<file path="config.mk">
export PLATFORM = sky130hd
export DESIGN_NAME = instr_fetch_flat
export DESIGN_NICKNAME = d
export VERILOG_FILES = /design/src/rtl/instr_fetch_pkg.sv /design/src/rtl/instr_fetch_if.sv /design/src/rtl/instr_fetch.sv /design/src/flat_wrapper.sv
export SDC_FILE = /design/constraint.sdc
export NUM_CORES = 1
export LEC_CHECK = 0
export BUFFER_PORTS_ARGS = -buffer_cell sky130_fd_sc_hd__clkbuf_2
export CORE_AREA = 2 2 54 51
export DETAILED_ROUTE_END_ITERATION = 12
export DIE_AREA = 0 0 56 53
export GPL_TIMING_DRIVEN = 0
export PLACE_DENSITY = 0.86
export SYNTH_ARGS = -nofsm -noshare
export SYNTH_HDL_FRONTEND = slang
export SYNTH_SLANG_ARGS = --single-unit
</file>
<file path="constraint.sdc">
create_clock -name clk -period 2.08 [get_ports clk]
set_input_delay 0 -clock clk [delete_from_list [all_inputs] [get_ports clk]]
set_output_delay 0 -clock clk [all_outputs]
set_load 0.05 [all_outputs]
</file>
<file path="src/rtl/instr_fetch_pkg.sv">
// Shared widths, state encoding and instruction layout for the WF8 fetch unit.
package instr_fetch_pkg;

  localparam int unsigned INSTR_W    = 8;
  localparam int unsigned OPCODE_W   = 5;
  localparam int unsigned OPERAND_W  = 3;
  localparam int unsigned IF_STATE_W = 2;

  typedef enum logic [IF_STATE_W-1:0] {
    IF_RESET = 2'd0,
    IF_FETCH = 2'd1,
    IF_ISSUE = 2'd2,
    IF_HALT  = 2'd3
  } if_state_e;

  // Instruction byte: opcode in [7:3], operand in [2:0]
  typedef struct packed {
    logic [OPCODE_W-1:0]  opcode;
    logic [OPERAND_W-1:0] operand;
  } instr_t;

endpackage

</file>
<file path="src/rtl/instr_fetch_if.sv">
// Fetch unit bus bundle: instruction memory port plus the issue/redirect
// port toward execute.
//   master (fetch unit): drives mem_req/mem_addr, instr_valid, opcode,
//                        operand, issue_pc, halted
//   slave  (memory + execute): drives mem_ready/mem_rdata, instr_ready,
//                        redirect_en/redirect_pc, halt
interface instr_fetch_if #(
  parameter int unsigned PC_W = 8
);
  import instr_fetch_pkg::*;

  logic                 mem_req;
  logic [PC_W-1:0]      mem_addr;
  logic                 mem_ready;
  logic [INSTR_W-1:0]   mem_rdata;

  logic                 instr_valid;
  logic                 instr_ready;
  logic [OPCODE_W-1:0]  opcode;
  logic [OPERAND_W-1:0] operand;
  logic [PC_W-1:0]      issue_pc;

  logic                 redirect_en;
  logic [PC_W-1:0]      redirect_pc;
  logic                 halt;
  logic                 halted;

  modport master (
    output mem_req, mem_addr, instr_valid, opcode, operand, issue_pc, halted,
    input  mem_ready, mem_rdata, instr_ready, redirect_en, redirect_pc, halt
  );

  modport slave (
    input  mem_req, mem_addr, instr_valid, opcode, operand, issue_pc, halted,
    output mem_ready, mem_rdata, instr_ready, redirect_en, redirect_pc, halt
  );

endinterface

</file>
<file path="src/rtl/instr_fetch.sv">
// WF8 fetch/issue front end. Owns the PC, fetches one instruction byte per
// memory request, holds it as opcode/operand/issue_pc until execute accepts
// it, and applies execute's redirect/halt on the accepting edge.
// Ports:
//   clk   - core clock
//   rst_n - synchronous active-low reset
//   bus   - instr_fetch_if.master (memory port, issue port, redirect/halt)
module instr_fetch
  import instr_fetch_pkg::*;
#(
  parameter int unsigned     PC_W     = 8,
  parameter logic [PC_W-1:0] RESET_PC = '0
) (
  input  logic          clk,
  input  logic          rst_n,
  instr_fetch_if.master bus
);

  if_state_e       state_q, state_d;
  logic [PC_W-1:0] pc_q;
  logic [PC_W-1:0] issue_pc_q;
  instr_t          instr_q;
  logic            fetch_done;
  logic            issue_acc;

  // Handshake qualifiers; also gate the datapath updates
  assign fetch_done = (state_q == IF_FETCH) && bus.mem_ready;
  assign issue_acc  = (state_q == IF_ISSUE) && bus.instr_ready;

  // State register
  always_ff @(posedge clk) begin
    if (!rst_n) begin
      state_q <= IF_RESET;
    end else begin
      state_q <= state_d;
    end
  end

  // Next-state logic
  always_comb begin
    state_d = state_q;
    case (state_q)
      IF_RESET: state_d = IF_FETCH;
      IF_FETCH: if (fetch_done) state_d = IF_ISSUE;
      IF_ISSUE: if (issue_acc)  state_d = bus.halt ? IF_HALT : IF_FETCH;
      IF_HALT:  state_d = IF_HALT;
    endcase
  end

  // PC and instruction register; pc already points past the issued
  // instruction, so acceptance only changes it on a redirect.
  always_ff @(posedge clk) begin
    if (!rst_n) begin
      pc_q       <= RESET_PC;
      issue_pc_q <= '0;
      instr_q    <= '0;
    end else if (fetch_done) begin
      instr_q    <= instr_t'(bus.mem_rdata);
      issue_pc_q <= pc_q;
      pc_q       <= pc_q + PC_W'(1);
    end else if (issue_acc && bus.redirect_en) begin
      pc_q       <= bus.redirect_pc;
    end
  end

  // Outputs come from registers or are decoded from state only
  assign bus.mem_req     = (state_q == IF_FETCH);
  assign bus.mem_addr    = pc_q;
  assign bus.instr_valid = (state_q == IF_ISSUE);
  assign bus.halted      = (state_q == IF_HALT);
  assign bus.opcode      = instr_q.opcode;
  assign bus.operand     = instr_q.operand;
  assign bus.issue_pc    = issue_pc_q;

endmodule

</file>
<file path="src/flat_wrapper.sv">
// flat-port wrapper written by rule: the top's interface ports become plain ports
module instr_fetch_flat import instr_fetch_pkg::*;
#(
  parameter int unsigned     PC_W     = 8,
  parameter logic [PC_W-1:0] RESET_PC = '0
)
  (clk, rst_n, bus_mem_req, bus_mem_addr, bus_instr_valid, bus_opcode, bus_operand, bus_issue_pc, bus_halted, bus_mem_ready, bus_mem_rdata, bus_instr_ready, bus_redirect_en, bus_redirect_pc, bus_halt);
  instr_fetch_if #(.PC_W(PC_W)) bus_i ();
  input  logic clk;
  input  logic rst_n;
  output wire logic [$bits(bus_i.mem_req)-1:0] bus_mem_req;
  output wire logic [$bits(bus_i.mem_addr)-1:0] bus_mem_addr;
  output wire logic [$bits(bus_i.instr_valid)-1:0] bus_instr_valid;
  output wire logic [$bits(bus_i.opcode)-1:0] bus_opcode;
  output wire logic [$bits(bus_i.operand)-1:0] bus_operand;
  output wire logic [$bits(bus_i.issue_pc)-1:0] bus_issue_pc;
  output wire logic [$bits(bus_i.halted)-1:0] bus_halted;
  input wire logic [$bits(bus_i.mem_ready)-1:0] bus_mem_ready;
  input wire logic [$bits(bus_i.mem_rdata)-1:0] bus_mem_rdata;
  input wire logic [$bits(bus_i.instr_ready)-1:0] bus_instr_ready;
  input wire logic [$bits(bus_i.redirect_en)-1:0] bus_redirect_en;
  input wire logic [$bits(bus_i.redirect_pc)-1:0] bus_redirect_pc;
  input wire logic [$bits(bus_i.halt)-1:0] bus_halt;
  assign bus_mem_req = bus_i.mem_req;
  assign bus_mem_addr = bus_i.mem_addr;
  assign bus_instr_valid = bus_i.instr_valid;
  assign bus_opcode = bus_i.opcode;
  assign bus_operand = bus_i.operand;
  assign bus_issue_pc = bus_i.issue_pc;
  assign bus_halted = bus_i.halted;
  assign bus_i.mem_ready = bus_mem_ready;
  assign bus_i.mem_rdata = bus_mem_rdata;
  assign bus_i.instr_ready = bus_instr_ready;
  assign bus_i.redirect_en = bus_redirect_en;
  assign bus_i.redirect_pc = bus_redirect_pc;
  assign bus_i.halt = bus_halt;
  instr_fetch #(.PC_W(PC_W), .RESET_PC(RESET_PC)) u_core (.clk(clk), .rst_n(rst_n), .bus(bus_i));
endmodule
</file>
* Yosys cells after proc, flatten, opt, wreduce, memory -nomap -nowiden *
Index checks and enable logic that the tools add are counted.
W data, S select, Z words.

operators by class
  eq/ne operators = 5
  mux-type cells = 6
  reductions and logical operators = 6
  add/subtract/negate cells = 1

operators with widths
  cell                   number
  $mux W8                2
  $add A8 B1 Y8 const B  1
  $pmux W2 S4            1
  $mux W2                3
  $eq A2 B2 Y1 const B   2
  $ne A2 B1 Y1 const B   2
  $logic_and A1 B1 Y1    3
  $eq A2 B1 Y1 const B   1
  $logic_not A2 Y1       1
  $reduce_and A2 Y1      1
  $reduce_bool A2 Y1     1

word-level totals
  flip-flop bits (word level) = 26
  output and inout bits = 27
  logic and storage cells = 23
  input bits = 22

* Longest topological paths before layout *
  depth after elaboration = 5
  gate-level depth with buffers = 5
  depth with buffers taken out = 5

* Least setup slack after synthesis *
Ideal clock, no wire load.

  kind = reg2reg
  start = register u_core.pc_q[2] (netlist: u_core.bus.mem_addr[2])
  end = register u_core.pc_q[7] (netlist: u_core.bus.mem_addr[7])
  library setup time = 127 ps
  required time = 1,953 ps
  buffers on the path = 0
  clock period less this slack = 1,690 ps
  stages on the path, launching flop included = 5
  data arrival time = 1,563 ps
  path slack = 390 ps
  cells stage by stage = dfxtp_1 -> nand4_1 -> o211ai_1 -> a21oi_1 -> or3b_1

on the way
  longest elaborated chain between the ends = 2

RTL lines
  item                    RTL line           source
  from (decl)             instr_fetch.sv:20  logic [PC_W-1:0] pc_q;
  from (signal assigned)  instr_fetch.sv:60  pc_q <= pc_q + PC_W'(1);
  from (signal assigned)  instr_fetch.sv:62  pc_q <= bus.redirect_pc;
  $add A8 B1 Y8           instr_fetch.sv:60
  $mux W8                 instr_fetch.sv:57  end else if (fetch_done) begin

No other way between the ends.
A chain may end at the register's enable or synchronous reset.

* Final worst setup path *
  start = register u_core.state_q[0]
  end = register u_core.pc_q[4] (netlist: u_core.bus.mem_addr[4])

on the way
  longest elaborated chain between the ends = 4
  elaborated cells between the ends (all ways) = 7
  those cells by class = eq/ne (2); mux (1); reduce/logical (4)

RTL lines
  item                          RTL line           source
  from (decl)                   instr_fetch.sv:19  if_state_e state_q, state_d;
  from (signal assigned)        instr_fetch.sv:35  state_q <= state_d;
  $eq A2 B2 Y1                  instr_fetch.sv:28  assign issue_acc = (state_q == IF_ISSUE) && bus.instr_ready;
  $logic_and A1 B1 Y1           instr_fetch.sv:28
  $logic_and A1 B1 Y1           instr_fetch.sv:61  end else if (issue_acc && bus.redirect_en) begin
  $reduce_bool A2 Y1 (no line)  n/a

Parallel ways exist; a longest one is shown, timed or not.

==> impl_metrics.json <==
{
  "grt_pass1_vias": 1113,
  "diodes": 0,
  "finalClockSkew_ps": 7.74,
  "final.period_utilization": 0.945,
  "maxCapViolations": 0,
  "vias": 1220,
  "crit_type": "flip-flop to flip-flop",
  "htreeDepth": 1,
  "gp_congestion": 0.830,
  "io_pins": 49,
  "drv_slew": 0,
  "syn-num-nets": 163,
  "crit_chain": "nand3b_1 > buf_2 > nor3_1 > a21oi_1 > o22ai_1 > dlygate4sd3_1",
  "die_w_um": 56,
  "drive_gt1_frac": 0.270,
  "hold_path_class": "input pin to flip-flop",
  "p_leak_uw": 0.000701,
  "cts_root_buf": "clkbuf_4",
  "synth_compound_area_frac": 0.188,
  "synthXorXnorAreaFrac": 0,
  "hold_violations": 0,
  "postCtsSetupRepairBufs": 0,
  "cts_tree": "yes",
  "synth_mux_area_frac": 0,
  "synth_cell_type_count": 35,
  "setup_slack_ps": 114,
  "clock_path_buffers": 2,
  "critPathSlowestCell": "dlygate4sd3_1",
  "relSlewSlack": 0.689,
  "path_clk_slew_ps": 140,
  "die_height_um": 53,
  "num-fill-cells": 223,
  "fmax_mhz": 509,
  "netlist_instances": 140,
  "ys_ff_latch": 26,
  "drtIter0Drc": 18,
  "initial_core_util": 0.465,
  "drc": 0,
  "synth_seq_area_share": 0.470,
  "antenna_found_initial": 0,
  "post-dp-hpwl_um": 1930,
  "path_buf_inv": 2,
  "cts_hold_buf": 20,
  "grt_pass1_wl_um": 4980,
  "yosys_warnings": 0,
  "core-area_mm2": 0.00238,
  "yosys.area_share.simple": 0.281,
  "first_pass_iters": 4,
  "fin_setup_tns_ps": 0,
  "nNetsFinal": 236,
  "critPathTopFamily": "buffers and inverters",
  "clock_latency_ps": 320,
  "worst_slew_pin_slew_ps": 466,
  "rows": 17,
  "dp.cells": 216,
  "io_buffers": 48,
  "cp_max_fo": 10,
  "dpl_cell_area_mm2": 0.00138,
  "rsz0062_at_grt": "false",
  "area_growth_pct": 45.0,
  "cts_resized": 0,
  "wl_per_cell_um": 12.9,
  "synth_fa_ha_area_frac": 0.0113,
  "instances_no_fill": 239,
  "overflow": 0,
  "drt-total-wl_um": 3080,
  "viasPerCell": 5.10,
  "power.density_mw_per_mm2": 591,
  "grt_usage": 0.214,
  "synth_area_mm2": 0.00111,
  "postRouteAntennaNets": 0,
  "outcome": "finished, final reports clean",
  "fin_area_mm2": 0.00161,
  "setup_viol": 0,
  "cp-end-kind": "flip-flop",
  "synth_top_family_by_area": "simple AND/OR/NAND/NOR gates",
  "timing.final.crit_period_ps": 1970,
  "dp_slack_ps": 595,
  "die_area_mm2": 0.00297,
  "arrival_ps": 2250,
  "grt_max_degree": 14,
  "cp_slowest_stage_delay_ps": 560,
  "hold_ws_ps": 0.265,
  "startpoint_type": "flip-flop",
  "cts-buffers-inserted": 3,
  "clock-sinks": 26,
  "syn_area_per_cell_um2": 7.91,
  "cp.required_ps": 2360,
  "ir_drop_mv": 0.411
}
-- flip-flops by register name (all words and copies together) (netlist names) --
| name | flops |
|---|---|
| u_core.bus.issue_pc | 8 |
| u_core.bus.mem_addr | 8 |
| u_core.bus.opcode | 5 |
| u_core.bus.operand | 3 |
| u_core.state_q | 2 |
-- through the flow --
| step | power [uW] | util |
|---|---|---|
| after global routing | 984 | 0.674 |
| final | 948 | 0.674 |
| after detailed placement | 714 | 0.580 |
| after global placement | 712 | 0.580 |
| after CTS | 939 | 0.674 |
| after floorplan | 658 | - |
-- power by group --
part | internal (uW) | switching, uW
logic | 75.2 | 126
registers | 515 | 18.9
clock network | 68.0 | 145
-- cells in the mapped netlist (all sizes together) --
master | count | area [um2]
and2 | 1 | 6.26
a221oi | 1 | 8.76
inv | 3 | 11.3
clkbuf | 4 | 15.0
and4b | 1 | 10.0
buf | 4 | 28.8
nand2 | 41 | 154
nor2b | 1 | 6.26
nor2 | 3 | 11.3
and2b | 1 | 7.51
a32oi | 1 | 8.76
o31ai | 1 | 7.51
a21oi | 23 | 115
o21ai | 1 | 5.00
or3 | 2 | 12.5
dfxtp | 26 | 521
nand3 | 6 | 30.0
and3 | 2 | 17.5
and3b | 1 | 8.76
nor4 | 1 | 6.26
a31oi | 3 | 18.8
or3b | 1 | 8.76
nand4b | 1 | 8.76
nor3 | 2 | 10.0
ha | 1 | 12.5
nand3b | 1 | 7.51
nand4 | 1 | 6.26
a211oi | 1 | 7.51
a2bb2oi | 1 | 8.76
o22ai | 2 | 12.5
o211ai | 2 | 15.0
-- cell type report --
type | count | area [um2] | area share
Buffer | 8 | 43.8 | 0.0273
Clock buffer | 3 | 22.5 | 0.0140
Inverter | 3 | 11.3 | 0.00701
Multi-Input combinational cell | 103 | 532 | 0.331
Sequential cell | 26 | 520 | 0.324
Tap cell | 28 | 35.0 | 0.0218
Timing Repair Buffer | 68 | 440 | 0.274
-- path summary, 6_finish.rpt --
kind                                             start                endpoint  slack [ps]  depth (start not counted)
worst max-delay path                 u_core.state_q[0]  u_core.bus.mem_addr[4]         110                          6
worst min-delay path                             rst_n  u_core.bus.mem_addr[3]         0.3                          3
worst max register to register       u_core.state_q[0]  u_core.bus.mem_addr[4]         110                          6
worst min register to register  u_core.bus.issue_pc[6]  u_core.bus.issue_pc[6]         460                          2
-- per-layer routing --
layer	share of wire	wire length (um)	global-route usage	up-vias
met5	0	0	0	-
met4	0.0094	29	0.0635	0
met3	0.046	143	0.0367	4
met2	0.49	1520	0.382	32
met1	0.45	1390	0.266	552
li1	-	-	-	632
-- tightest hold or removal path: stages --
cell,delay [ps]
clkbuf_2,140
nand2_1,90
o22ai_1,60
-- kinds of logic (layout without fill, tap and decap cells) --
logic type,after synthesis,after routing
buffers and inverters,11,82
DFF,26,26
adders and majority gates,1,1
AOI/OAI and AO/OA,36,36
and+or+nand+nor,66,66
-- cell usage in the layout, fill, tap and decap left out, types with 2 or more instances in the layout --
cell type and instances:
clkbuf_2 48, nand2_1 41, dfxtp_1 26, a21oi_1 23, dlygate4sd3_1 20, nand3_1 6
clkbuf_1 4, a31oi_1 3, nor2_1 3, clkbuf_4 3, buf_2 2, inv_1 2
o211ai_1 2, or3_1 2, nor3_1 2, o22ai_1 2
No activity file was read; power rests on OpenSTA's default activity.
